File: src/rtl/tc0480scp_pkg.sv
// Shared types and widths for the TC0480SCP ROM-side responder.
package tc0480scp_pkg;

    localparam int unsigned ROM_BEATS = 2;
    localparam int unsigned BEAT_W    = 32;
    localparam int unsigned ROW_W     = ROM_BEATS * BEAT_W;

    typedef enum logic [2:0] {
        IDLE,
        LOOKUP,
        MREQ,
        BEAT0,
        BEAT1,
        FILL
    } rom_resp_state_t;

endpackage

File: src/rtl/tc0480scp_rom_responder_if.sv
// Tile-fetch toggle handshake plus SDRAM read port seen by the ROM responder.
interface tc0480scp_rom_responder_if #(
    parameter int unsigned ADDR_W = 22
);
    import tc0480scp_pkg::*;

    logic [ADDR_W-1:0] rom_address;
    logic              rom_req;
    logic [ROW_W-1:0]  rom_data;
    logic              rom_ack;
    logic              flush;
    logic [ADDR_W-1:0] mem_addr;
    logic              mem_req;
    logic              mem_gnt;
    logic              mem_rvalid;
    logic [BEAT_W-1:0] mem_rdata;

    // Environment side: tile fetcher and SDRAM arbiter.
    modport master (
        output rom_address, rom_req, flush, mem_gnt, mem_rvalid, mem_rdata,
        input  rom_data, rom_ack, mem_addr, mem_req
    );

    // Responder side.
    modport slave (
        input  rom_address, rom_req, flush, mem_gnt, mem_rvalid, mem_rdata,
        output rom_data, rom_ack, mem_addr, mem_req
    );

endinterface

File: src/rtl/tc0480scp_line_cache.sv
// Direct-mapped tile-row buffer: combinational read, one write port, bulk invalidate.
module tc0480scp_line_cache
    import tc0480scp_pkg::*;
#(
    parameter int unsigned LINES  = 4,
    parameter int unsigned ADDR_W = 22,
    localparam int unsigned IDX_W = $clog2(LINES),
    localparam int unsigned TAG_W = ADDR_W - 3 - IDX_W
) (
    input  logic             clk,
    input  logic             reset,
    input  logic             flush_i,
    input  logic             we_i,
    input  logic [IDX_W-1:0] wr_idx_i,
    input  logic [TAG_W-1:0] wr_tag_i,
    input  logic [ROW_W-1:0] wr_data_i,
    input  logic             wr_valid_i,
    input  logic [IDX_W-1:0] rd_idx_i,
    output logic             rd_valid_c_o,
    output logic [TAG_W-1:0] rd_tag_c_o,
    output logic [ROW_W-1:0] rd_data_c_o
);

    logic [LINES-1:0] valid_q;
    logic [TAG_W-1:0] tag_q  [LINES];
    logic [ROW_W-1:0] data_q [LINES];

    // A flush in the same cycle as a write leaves that entry invalid.
    always_ff @(posedge clk or posedge reset) begin
        if (reset) begin
            valid_q <= '0;
        end else if (flush_i) begin
            valid_q <= '0;
        end else if (we_i) begin
            valid_q[wr_idx_i] <= wr_valid_i;
        end
    end

    always_ff @(posedge clk) begin
        if (we_i) begin
            tag_q[wr_idx_i]  <= wr_tag_i;
            data_q[wr_idx_i] <= wr_data_i;
        end
    end

    assign rd_valid_c_o = valid_q[rd_idx_i];
    assign rd_tag_c_o   = tag_q[rd_idx_i];
    assign rd_data_c_o  = data_q[rd_idx_i];

endmodule

File: src/rtl/tc0480scp_rom_responder.sv
// ROM responder for the TC0480SCP BG tile port: line-buffer lookup, two-beat
// SDRAM fill on miss, toggle acknowledge back to the tile fetcher.
module tc0480scp_rom_responder
    import tc0480scp_pkg::*;
#(
    parameter int unsigned ADDR_W = 22,
    parameter int unsigned LINES  = 4
) (
    input  logic                        clk,
    input  logic                        reset,
    tc0480scp_rom_responder_if.slave    bus
);

    localparam int unsigned IDX_W  = $clog2(LINES);
    localparam int unsigned LINE_W = ADDR_W - 3;
    localparam int unsigned TAG_W  = LINE_W - IDX_W;

    rom_resp_state_t   state_q;
    logic [LINE_W-1:0] line_q;
    logic [BEAT_W-1:0] lo_q;
    logic [BEAT_W-1:0] hi_q;
    logic              inval_q;
    logic              rom_ack_q;
    logic [ROW_W-1:0]  rom_data_q;
    logic              mem_req_q;
    logic [ADDR_W-1:0] mem_addr_q;

    logic              rd_valid_c;
    logic [TAG_W-1:0]  rd_tag_c;
    logic [ROW_W-1:0]  rd_data_c;
    logic              hit_c;
    logic              fill_c;
    logic              unused_c;

    assign fill_c   = (state_q == FILL);
    assign unused_c = ^bus.rom_address[2:0];

    tc0480scp_line_cache #(
        .LINES  (LINES),
        .ADDR_W (ADDR_W)
    ) u_cache (
        .clk          (clk),
        .reset        (reset),
        .flush_i      (bus.flush),
        .we_i         (fill_c),
        .wr_idx_i     (line_q[IDX_W-1:0]),
        .wr_tag_i     (line_q[LINE_W-1:IDX_W]),
        .wr_data_i    ({hi_q, lo_q}),
        .wr_valid_i   (~inval_q),
        .rd_idx_i     (line_q[IDX_W-1:0]),
        .rd_valid_c_o (rd_valid_c),
        .rd_tag_c_o   (rd_tag_c),
        .rd_data_c_o  (rd_data_c)
    );

    // A flush landing on the lookup cycle must not return pre-flush data.
    assign hit_c = rd_valid_c && (rd_tag_c == line_q[LINE_W-1:IDX_W]) && !bus.flush;

    always_ff @(posedge clk or posedge reset) begin
        if (reset) begin
            state_q    <= IDLE;
            line_q     <= '0;
            lo_q       <= '0;
            hi_q       <= '0;
            inval_q    <= 1'b0;
            rom_ack_q  <= 1'b0;
            rom_data_q <= '0;
            mem_req_q  <= 1'b0;
            mem_addr_q <= '0;
        end else begin
            case (state_q)
                IDLE: begin
                    if (bus.rom_req != rom_ack_q) begin
                        line_q  <= bus.rom_address[ADDR_W-1:3];
                        state_q <= LOOKUP;
                    end
                end
                LOOKUP: begin
                    inval_q <= 1'b0;
                    if (hit_c) begin
                        rom_data_q <= rd_data_c;
                        rom_ack_q  <= bus.rom_req;
                        state_q    <= IDLE;
                    end else begin
                        mem_addr_q <= {line_q, 3'b000};
                        mem_req_q  <= 1'b1;
                        state_q    <= MREQ;
                    end
                end
                MREQ: begin
                    if (bus.mem_gnt) begin
                        mem_req_q <= 1'b0;
                        state_q   <= BEAT0;
                    end
                end
                // Flushes during the beats keep the fetched row out of the buffer.
                BEAT0: begin
                    if (bus.flush) inval_q <= 1'b1;
                    if (bus.mem_rvalid) begin
                        lo_q    <= bus.mem_rdata;
                        state_q <= BEAT1;
                    end
                end
                BEAT1: begin
                    if (bus.flush) inval_q <= 1'b1;
                    if (bus.mem_rvalid) begin
                        hi_q    <= bus.mem_rdata;
                        state_q <= FILL;
                    end
                end
                FILL: begin
                    rom_data_q <= {hi_q, lo_q};
                    rom_ack_q  <= bus.rom_req;
                    state_q    <= IDLE;
                end
                default: state_q <= IDLE;
            endcase
        end
    end

    assign bus.rom_ack  = rom_ack_q;
    assign bus.rom_data = rom_data_q;
    assign bus.mem_req  = mem_req_q;
    assign bus.mem_addr = mem_addr_q;

endmodule
File: src/flat_wrapper.sv
// flat-port wrapper written by rule: the top's interface ports become plain ports
module tc0480scp_rom_responder_flat import tc0480scp_pkg::*;
#(
    parameter int unsigned ADDR_W = 22,
    parameter int unsigned LINES  = 4
)
  (clk, reset, bus_rom_address, bus_rom_req, bus_flush, bus_mem_gnt, bus_mem_rvalid, bus_mem_rdata, bus_rom_data, bus_rom_ack, bus_mem_addr, bus_mem_req);
  tc0480scp_rom_responder_if #(.ADDR_W(ADDR_W)) bus_i ();
  input  logic clk;
  input  logic reset;
  input wire logic [$bits(bus_i.rom_address)-1:0] bus_rom_address;
  input wire logic [$bits(bus_i.rom_req)-1:0] bus_rom_req;
  input wire logic [$bits(bus_i.flush)-1:0] bus_flush;
  input wire logic [$bits(bus_i.mem_gnt)-1:0] bus_mem_gnt;
  input wire logic [$bits(bus_i.mem_rvalid)-1:0] bus_mem_rvalid;
  input wire logic [$bits(bus_i.mem_rdata)-1:0] bus_mem_rdata;
  output wire logic [$bits(bus_i.rom_data)-1:0] bus_rom_data;
  output wire logic [$bits(bus_i.rom_ack)-1:0] bus_rom_ack;
  output wire logic [$bits(bus_i.mem_addr)-1:0] bus_mem_addr;
  output wire logic [$bits(bus_i.mem_req)-1:0] bus_mem_req;
  assign bus_i.rom_address = bus_rom_address;
  assign bus_i.rom_req = bus_rom_req;
  assign bus_i.flush = bus_flush;
  assign bus_i.mem_gnt = bus_mem_gnt;
  assign bus_i.mem_rvalid = bus_mem_rvalid;
  assign bus_i.mem_rdata = bus_mem_rdata;
  assign bus_rom_data = bus_i.rom_data;
  assign bus_rom_ack = bus_i.rom_ack;
  assign bus_mem_addr = bus_i.mem_addr;
  assign bus_mem_req = bus_i.mem_req;
  tc0480scp_rom_responder #(.ADDR_W(ADDR_W), .LINES(LINES)) u_core (.clk(clk), .reset(reset), .bus(bus_i));
endmodule
File: config.mk
export PLATFORM = sky130hd
export DESIGN_NAME = tc0480scp_rom_responder_flat
export DESIGN_NICKNAME = d
export VERILOG_FILES = /design/src/rtl/tc0480scp_pkg.sv /design/src/rtl/tc0480scp_rom_responder_if.sv /design/src/rtl/tc0480scp_line_cache.sv /design/src/rtl/tc0480scp_rom_responder.sv /design/src/flat_wrapper.sv
export SDC_FILE = /design/constraint.sdc
export NUM_CORES = 1
export LEC_CHECK = 0
export BUFFER_PORTS_ARGS = -buffer_cell sky130_fd_sc_hd__buf_2
export CAP_MARGIN = 20
export CELL_PAD_IN_SITES_DETAIL_PLACEMENT = 0
export CELL_PAD_IN_SITES_GLOBAL_PLACEMENT = 1
export CORE_ASPECT_RATIO = 1.75
export CORE_MARGIN = 4
export CORE_UTILIZATION = 47
export DETAILED_ROUTE_END_ITERATION = 16
export GPL_TIMING_DRIVEN = 1
export HOLD_SLACK_MARGIN = 0.15
export PLACE_DENSITY_LB_ADDON = 0.1
export REMOVE_ABC_BUFFERS = 1
export SLEW_MARGIN = 20
export SYNTH_ARGS = -nofsm -noshare
export SYNTH_HDL_FRONTEND = slang
export SYNTH_SLANG_ARGS = --single-unit
File: constraint.sdc
create_clock -name clk -period 7.9 [get_ports clk]
set_input_delay 0.79 -clock clk [delete_from_list [all_inputs] [get_ports clk]]
set_output_delay 0.79 -clock clk [all_outputs]
set_load 0.02 [all_outputs]
# Word-level counts from Yosys, hierarchy flattened
# Memory sizes are Yosys's and may differ from the RTL's.
# Cells that the tools add are included.
[word_totals]
mem_count = 2
wordCells = 72
ramBits = 324
regBits = 176
in_bits = 60
[classes]
order_cmp = 2
muxes = 24
eq_ne = 14
n_reduce_logical = 18
n_bitwise = 2
[mem_list]
columns = ["name", "words", "word_bits", "rd", "rd_ports_with_merged_regs", "wr", "line", "rtl"]
rows = [
  ["u_core.u_cache.data_q", 4, 64, 1, 0, 1, "tc0480scp_line_cache.sv:26", "logic [ROW_W-1:0] data_q [LINES];"],
  ["u_core.u_cache.tag_q", 4, 17, 1, 0, 1, "tc0480scp_line_cache.sv:25", "logic [TAG_W-1:0] tag_q [LINES];"],
]
[op_table]
columns = ["op", "count"]
rows = [
  ["64-bit one-hot mux with 2 select lines", 1],
  ["64-bit 2-to-1 mux", 1],
  ["17-bit equality test", 1],
  ["3-bit one-hot mux with 5 select lines", 1],
  ["3-bit 2-to-1 mux", 4],
  ["2-bit AND reduction", 6],
  ["1-bit 2-to-1 mux", 8],
  ["4-bit 2-to-1 mux", 2],
  ["2-bit inequality test (second input constant)", 4],
  ["2-bit nonzero test", 4],
  ["3-bit by 2-bit equality test with 1-bit output (second input constant)", 2],
  ["3-bit equality test (second input constant)", 2],
  ["2-bit by 1-bit inequality test with 1-bit output (second input constant)", 3],
  ["1-bit one-hot mux with 2 select lines", 3],
  ["4-bit bitwise mux", 1],
  ["4-bit AND reduction", 1],
  ["3-bit by 1-bit equality test with 1-bit output (second input constant)", 1],
  ["1-bit logical AND", 3],
  ["3-bit zero test", 1],
  ["2-bit by 3-bit less-than comparator with 1-bit output (second input constant)", 1],
  ["3-bit AND reduction", 1],
  ["1-bit binary-select mux with 2-bit select", 1],
  ["1-bit demux with 2-bit select", 1],
  ["2-bit by 1-bit >= comparator with 1-bit output (second input constant)", 1],
  ["5 further kinds", 6],
]

# Depth between registers and ports, before layout
[depth]
word_depth = 7
depth_mapped = 11
mapped_depth_nobuf = 6

# Hierarchy
# Synthesis repeated with hierarchy kept, for this count alone.
[hier_totals]
hier_cells = 955
hier_area_um2 = 19134.6
[modules_own_cells]
columns = ["module", "area_per_inst_um2", "instances", "cells_per_inst"]
rows = [
  ["tc0480scp_line_cache", 12004.0, 1, 443],
  ["tc0480scp_rom_responder", 7130.6, 1, 512],
]

# Worst setup path before layout
# No wires, ideal clock.
[synth_path]
path_type = "reg-to-reg"
start = "register u_core.state_q[0]"
end = "register u_core.u_cache.valid_q[1]"
slack_ns = 0.447
arrival_time_ns = 7.327
stages_incl_launch_ff = 8
required_time_ns = 7.774
setup_ns = 0.126
path_cell_list = "dfrtp_1 clkbuf_1 nor2b_1 nand2_1 clkbuf_1 nor3_1 mux2i_1 nor2_1"
[synth_via]
elab_chain_cells = 2
[synth_rtl]
columns = ["item", "line", "rtl"]
rows = [
  ["start, declared", "tc0480scp_rom_responder.sv:18", "rom_resp_state_t state_q;"],
  ["start signal, assigned", "tc0480scp_rom_responder.sv:61", "state_q <= IDLE;"],
  ["start signal, assigned", "tc0480scp_rom_responder.sv:75", "state_q <= LOOKUP;"],
  ["start signal, assigned", "tc0480scp_rom_responder.sv:83", "state_q <= IDLE;"],
  ["3-bit equality test", "tc0480scp_rom_responder.sv:35", "assign fill_c = (state_q == FILL);"],
  ["2-bit nonzero test (no line)", "n/a", ""],
  ["end signal, assigned by index", "tc0480scp_line_cache.sv:35", "valid_q[wr_idx_i] <= wr_valid_i;"],
  ["end, declared", "tc0480scp_line_cache.sv:24", "logic [LINES-1:0] valid_q;"],
]
# Every way passes these cells.
# A chain may end at the register's enable or synchronous reset.

# Worst setup path in the final report
[layout_path]
start = "register u_core.line_q[1]"
end = "register u_core.mem_addr_q[17], in the netlist u_core.bus.mem_addr[17]"
[layout_via]
elab_chain_cells = 6
[layout_rtl]
columns = ["item", "line", "rtl"]
rows = [
  ["start, declared", "tc0480scp_rom_responder.sv:19", "logic [LINE_W-1:0] line_q;"],
  ["start signal, assigned", "tc0480scp_rom_responder.sv:74", "line_q <= bus.rom_address[ADDR_W-1:3];"],
  ["memory 4 x 17 bit / 1-bit binary-select mux with 2-bit select (equally long branches)", "n/a", ""],
  ["17-bit equality test / 1-bit 2-to-1 mux (equally long branches)", "tc0480scp_rom_responder.sv:57, tc0480scp_line_cache.sv:46", ""],
  ["1-bit logical AND * (2 in series)", "tc0480scp_rom_responder.sv:57", "assign hit_c = rd_valid_c && (rd_tag_c == line_q[LINE_W-1:IDX_W]) && !bus.flush;"],
  ["1-bit NOT (no line) *", "n/a", ""],
  ["2-bit AND reduction (no line) *", "n/a", ""],
  ["end signal, assigned", "tc0480scp_rom_responder.sv:85", "mem_addr_q <= {line_q, 3'b000};"],
  ["end, declared", "tc0480scp_rom_responder.sv:26", "logic [ADDR_W-1:0] mem_addr_q;"],
]
# Mark *: on every way between the ends. The rest lies on a longest branch, timed or not. The select of a mux whose other input is x is not followed.

==> flow_metrics.tcl <==
set metrics [dict create \
    grt_pass1_wl_um 66800 \
    p_per_area_nw_per_um2 388 \
    pwr-share-seq_pct 47.3 \
    swShare_pct 32.5 \
    syn_area_per_cell_um2 18.5 \
    start_util_pct 47.5 \
    clock_latency_ns 0.55 \
    p_switching_w 0.00285 \
    final_util_pct 54.2 \
    cp-start-kind "flip-flop" \
    max_freq_mhz 225 \
    power.total_w 0.00876 \
    grtUsageTotal_pct 19.3 \
    tightest_slew_ns 0.997 \
    p_int_w 0.00591 \
    grt_use_met2_pct 34.9 \
    viasPerCell 5.78 \
    hold_viol_final 0 \
    cts_buffer_depth 3 \
    numPortBuffers 141 \
    drive_gt1_share_pct 33.6 \
    drtAntennaViolNets 0 \
    dp_cells 1705 \
    fin_crit_ns 4.44 \
    worstPathRequired_ns 8.33 \
    wl_per_cell_um 24.3 \
    io_pins 148 \
    drc_errors 0 \
    globalRoute.busiestLayer "met2" \
    clkPwrFrac_pct 24.9 \
    critPathKind "reg -> reg" \
    vias 10300 \
    finalMaxSlewViolations 0 \
    clk_pin_slew_ns 0.07 \
    final-setup-viol-count 0 \
    hp-class "in -> async" \
    tritoncts "built" \
    antenna_found_initial 3 \
    fin_crit_sh_pct 56.2 \
    syn_to_final_growth_pct 14.0 \
    postCtsSetupBuffers 0 \
    slew_headroom_pct 33.6 \
    routed_wl_um 43600 \
    final_common_cell "edfxtp_1" \
    setup-tns-final_ns 0 \
    yosysWarnings 0 \
    peakVddDrop_v 0.000361 \
    final_nets 1257 \
    layout_common_cells "edfxtp_1, dfrtp_1, buf_2, mux2_2, mux2i_1" \
    outcome "finished clean" \
    async_flop_share_pct 35.2 \
    hold_buffers 0 \
    cts.sinks 500 \
    regArea_um2 14100 \
    dieWidth_um 163 \
    htreeDepth 2 \
    leakagePower_nw 8.52 \
    rsz0062_at_grt "false" \
    gp_congestion 0.712 \
    clock_skew_ns 0.0125 \
    synth_edf_count 324 \
    cp_max_fo 66 \
    grt.met1_usage_pct 24.0 \
    synth_cell_types 45 \
    synth_area_um2 19800 \
    rows 99 \
    drt_iter0_markers 556 \
    grt_pass1_vias 11000 \
    grtUsageMet3_pct 2.80 \
    p_comb_share_pct 27.8 \
    ys.flop_type "edfxtp_1" \
    multi_input_area_um2 5320 \
    cts_buffers 45 \
    drt-pass1-iter-count 5 \
    endpoint_kind "flip-flop" \
    max-cap-violations 0 \
    cts-root-buf "clkbuf_16" \
    yosysSeqAreaShare_pct 71.4 \
    core_area_um2 41600 \
    grt_max_degree 105 \
    hpwl_um 23400 \
    cp.arrival_ns 4.87 \
    syn_inst 1070 \
    cts_resized 0 \
    final_cell_count_no_fill 1790 \
    ys_ff_latch 500 \
    grt_overflow_total 0 \
    fill_cells 3447 \
    die_y_um 279 \
    die-area_um2 45600 \
]
## flip-flops by register name, indices dropped and copies added (netlist names)
register / cells
u_core.bus.mem_req: 1
u_core.bus.rom_ack: 1
u_core.state_q: 3
u_core.bus.mem_addr: 19
u_core.u_cache.data_q: 256
u_core.u_cache.tag_q: 68
u_core.hi_q: 32
u_core.lo_q: 32
u_core.line_q: 19
u_core.bus.rom_data: 64
u_core.u_cache.valid_q: 4
u_core.inval_q: 1
## cell usage after synthesis, drive strengths merged (2+ instances only)
cell | n | area share [%]
edfxtp | 324 | 49
dfrtp | 176 | 22
mux2 | 106 | 6.0
mux2i | 78 | 3.9
mux4 | 75 | 8.5
a31oi | 66 | 2.1
a311oi | 65 | 2.9
buf | 44 | 1.3
clkbuf | 41 | 0.78
xnor2 | 16 | 0.71
nand2 | 13 | 0.25
inv | 7 | 0.13
nor2 | 6 | 0.11
nand4 | 5 | 0.16
nor2b | 5 | 0.16
nor3 | 5 | 0.13
nand3 | 4 | 0.10
o21ai | 4 | 0.10
a21oi | 3 | 0.076
and3 | 3 | 0.095
nand2b | 3 | 0.095
a21o | 2 | 0.076
a32oi | 2 | 0.089
## power by group through the flow
stage | clock, W | sequential (W) | combinational [W]
5_1_grt | 0.00235 | 0.00425 | 0.00266
4_1_cts | 0.00224 | 0.00416 | 0.00250
3_5_place_dp | 0 | 0.00421 | 0.00249
2_1_floorplan | 0 | 0.00439 | 0.00147
6_report | 0.00218 | 0.00414 | 0.00243
3_3_place_gp | 0 | 0.00416 | 0.00246
## path summary, 6_finish.rpt
check / cells after the start / slack, ns / from / to
setup / recovery: 9 / 3.46 / u_core.line_q[1] / u_core.bus.mem_addr[17]
hold / removal: 2 / 0.39 / reset / u_core.line_q[13]
setup reg to reg: 9 / 3.46 / u_core.line_q[1] / u_core.bus.mem_addr[17]
hold reg to reg: 1 / 0.48 / u_core.bus.mem_addr[19] / u_core.bus.mem_addr[19]
max in group asynchronous: 3 / 6.28 / reset / u_core.bus.rom_data[55]
min in group clk: 2 / 0.47 / bus_rom_address[11] / u_core.line_q[8]
## cells by family after synthesis
logic type / share of synthesized area [%]
buffers and inverters: 2.24
xor gates and xnor gates: 0.752
AOI/OAI and AO/OA: 5.77
and+or+nand+nor: 1.26
muxes: 18.5
DFF: 71.4
other: 0.0190
## cell type report
cell class,count,area share [%]
antenna,1,0.0111
clock buffer,61,5.71
clock inverter,23,0.882
inverter,7,0.150
multi-input combinational,480,23.6
sequential,500,62.7
tap,555,3.08
timing repair buffer,163,3.91
## routing by layer
| metal | wire, um | vias to the layer above |
|---|---|---|
| met5 | 21 | - |
| met4 | 1200 | 4 |
| met3 | 1840 | 72 |
| met2 | 23300 | 237 |
| met1 | 17200 | 5443 |
| li1 | - | 4590 |
## metrics by stage
step | setup WS [ns] | area [um2] | hold slack (ns)
CTS | 3.34 | 22600 | 0.415
finish | 3.46 | 22600 | 0.387
floorplan | -4.23 | 19400 | 0.480
detailed placement | 3.35 | 21100 | 0.469
global placement | 3.37 | 21100 | 0.464
global route | 3.22 | 22600 | 0.434
## worst max-delay path, cell delays in order (launching register included)
cell and delay [ns]:
dfrtp_4 1.09, buf_4 0.66, mux4_2 0.41, xnor2_1 0.26, nand4_1 0.16, nor3_2 0.17, buf_4 0.72, a311oi_4 0.19
buf_4 0.28, mux2_1 0.35
Note: power is estimated with default switching activity, not from simulation.
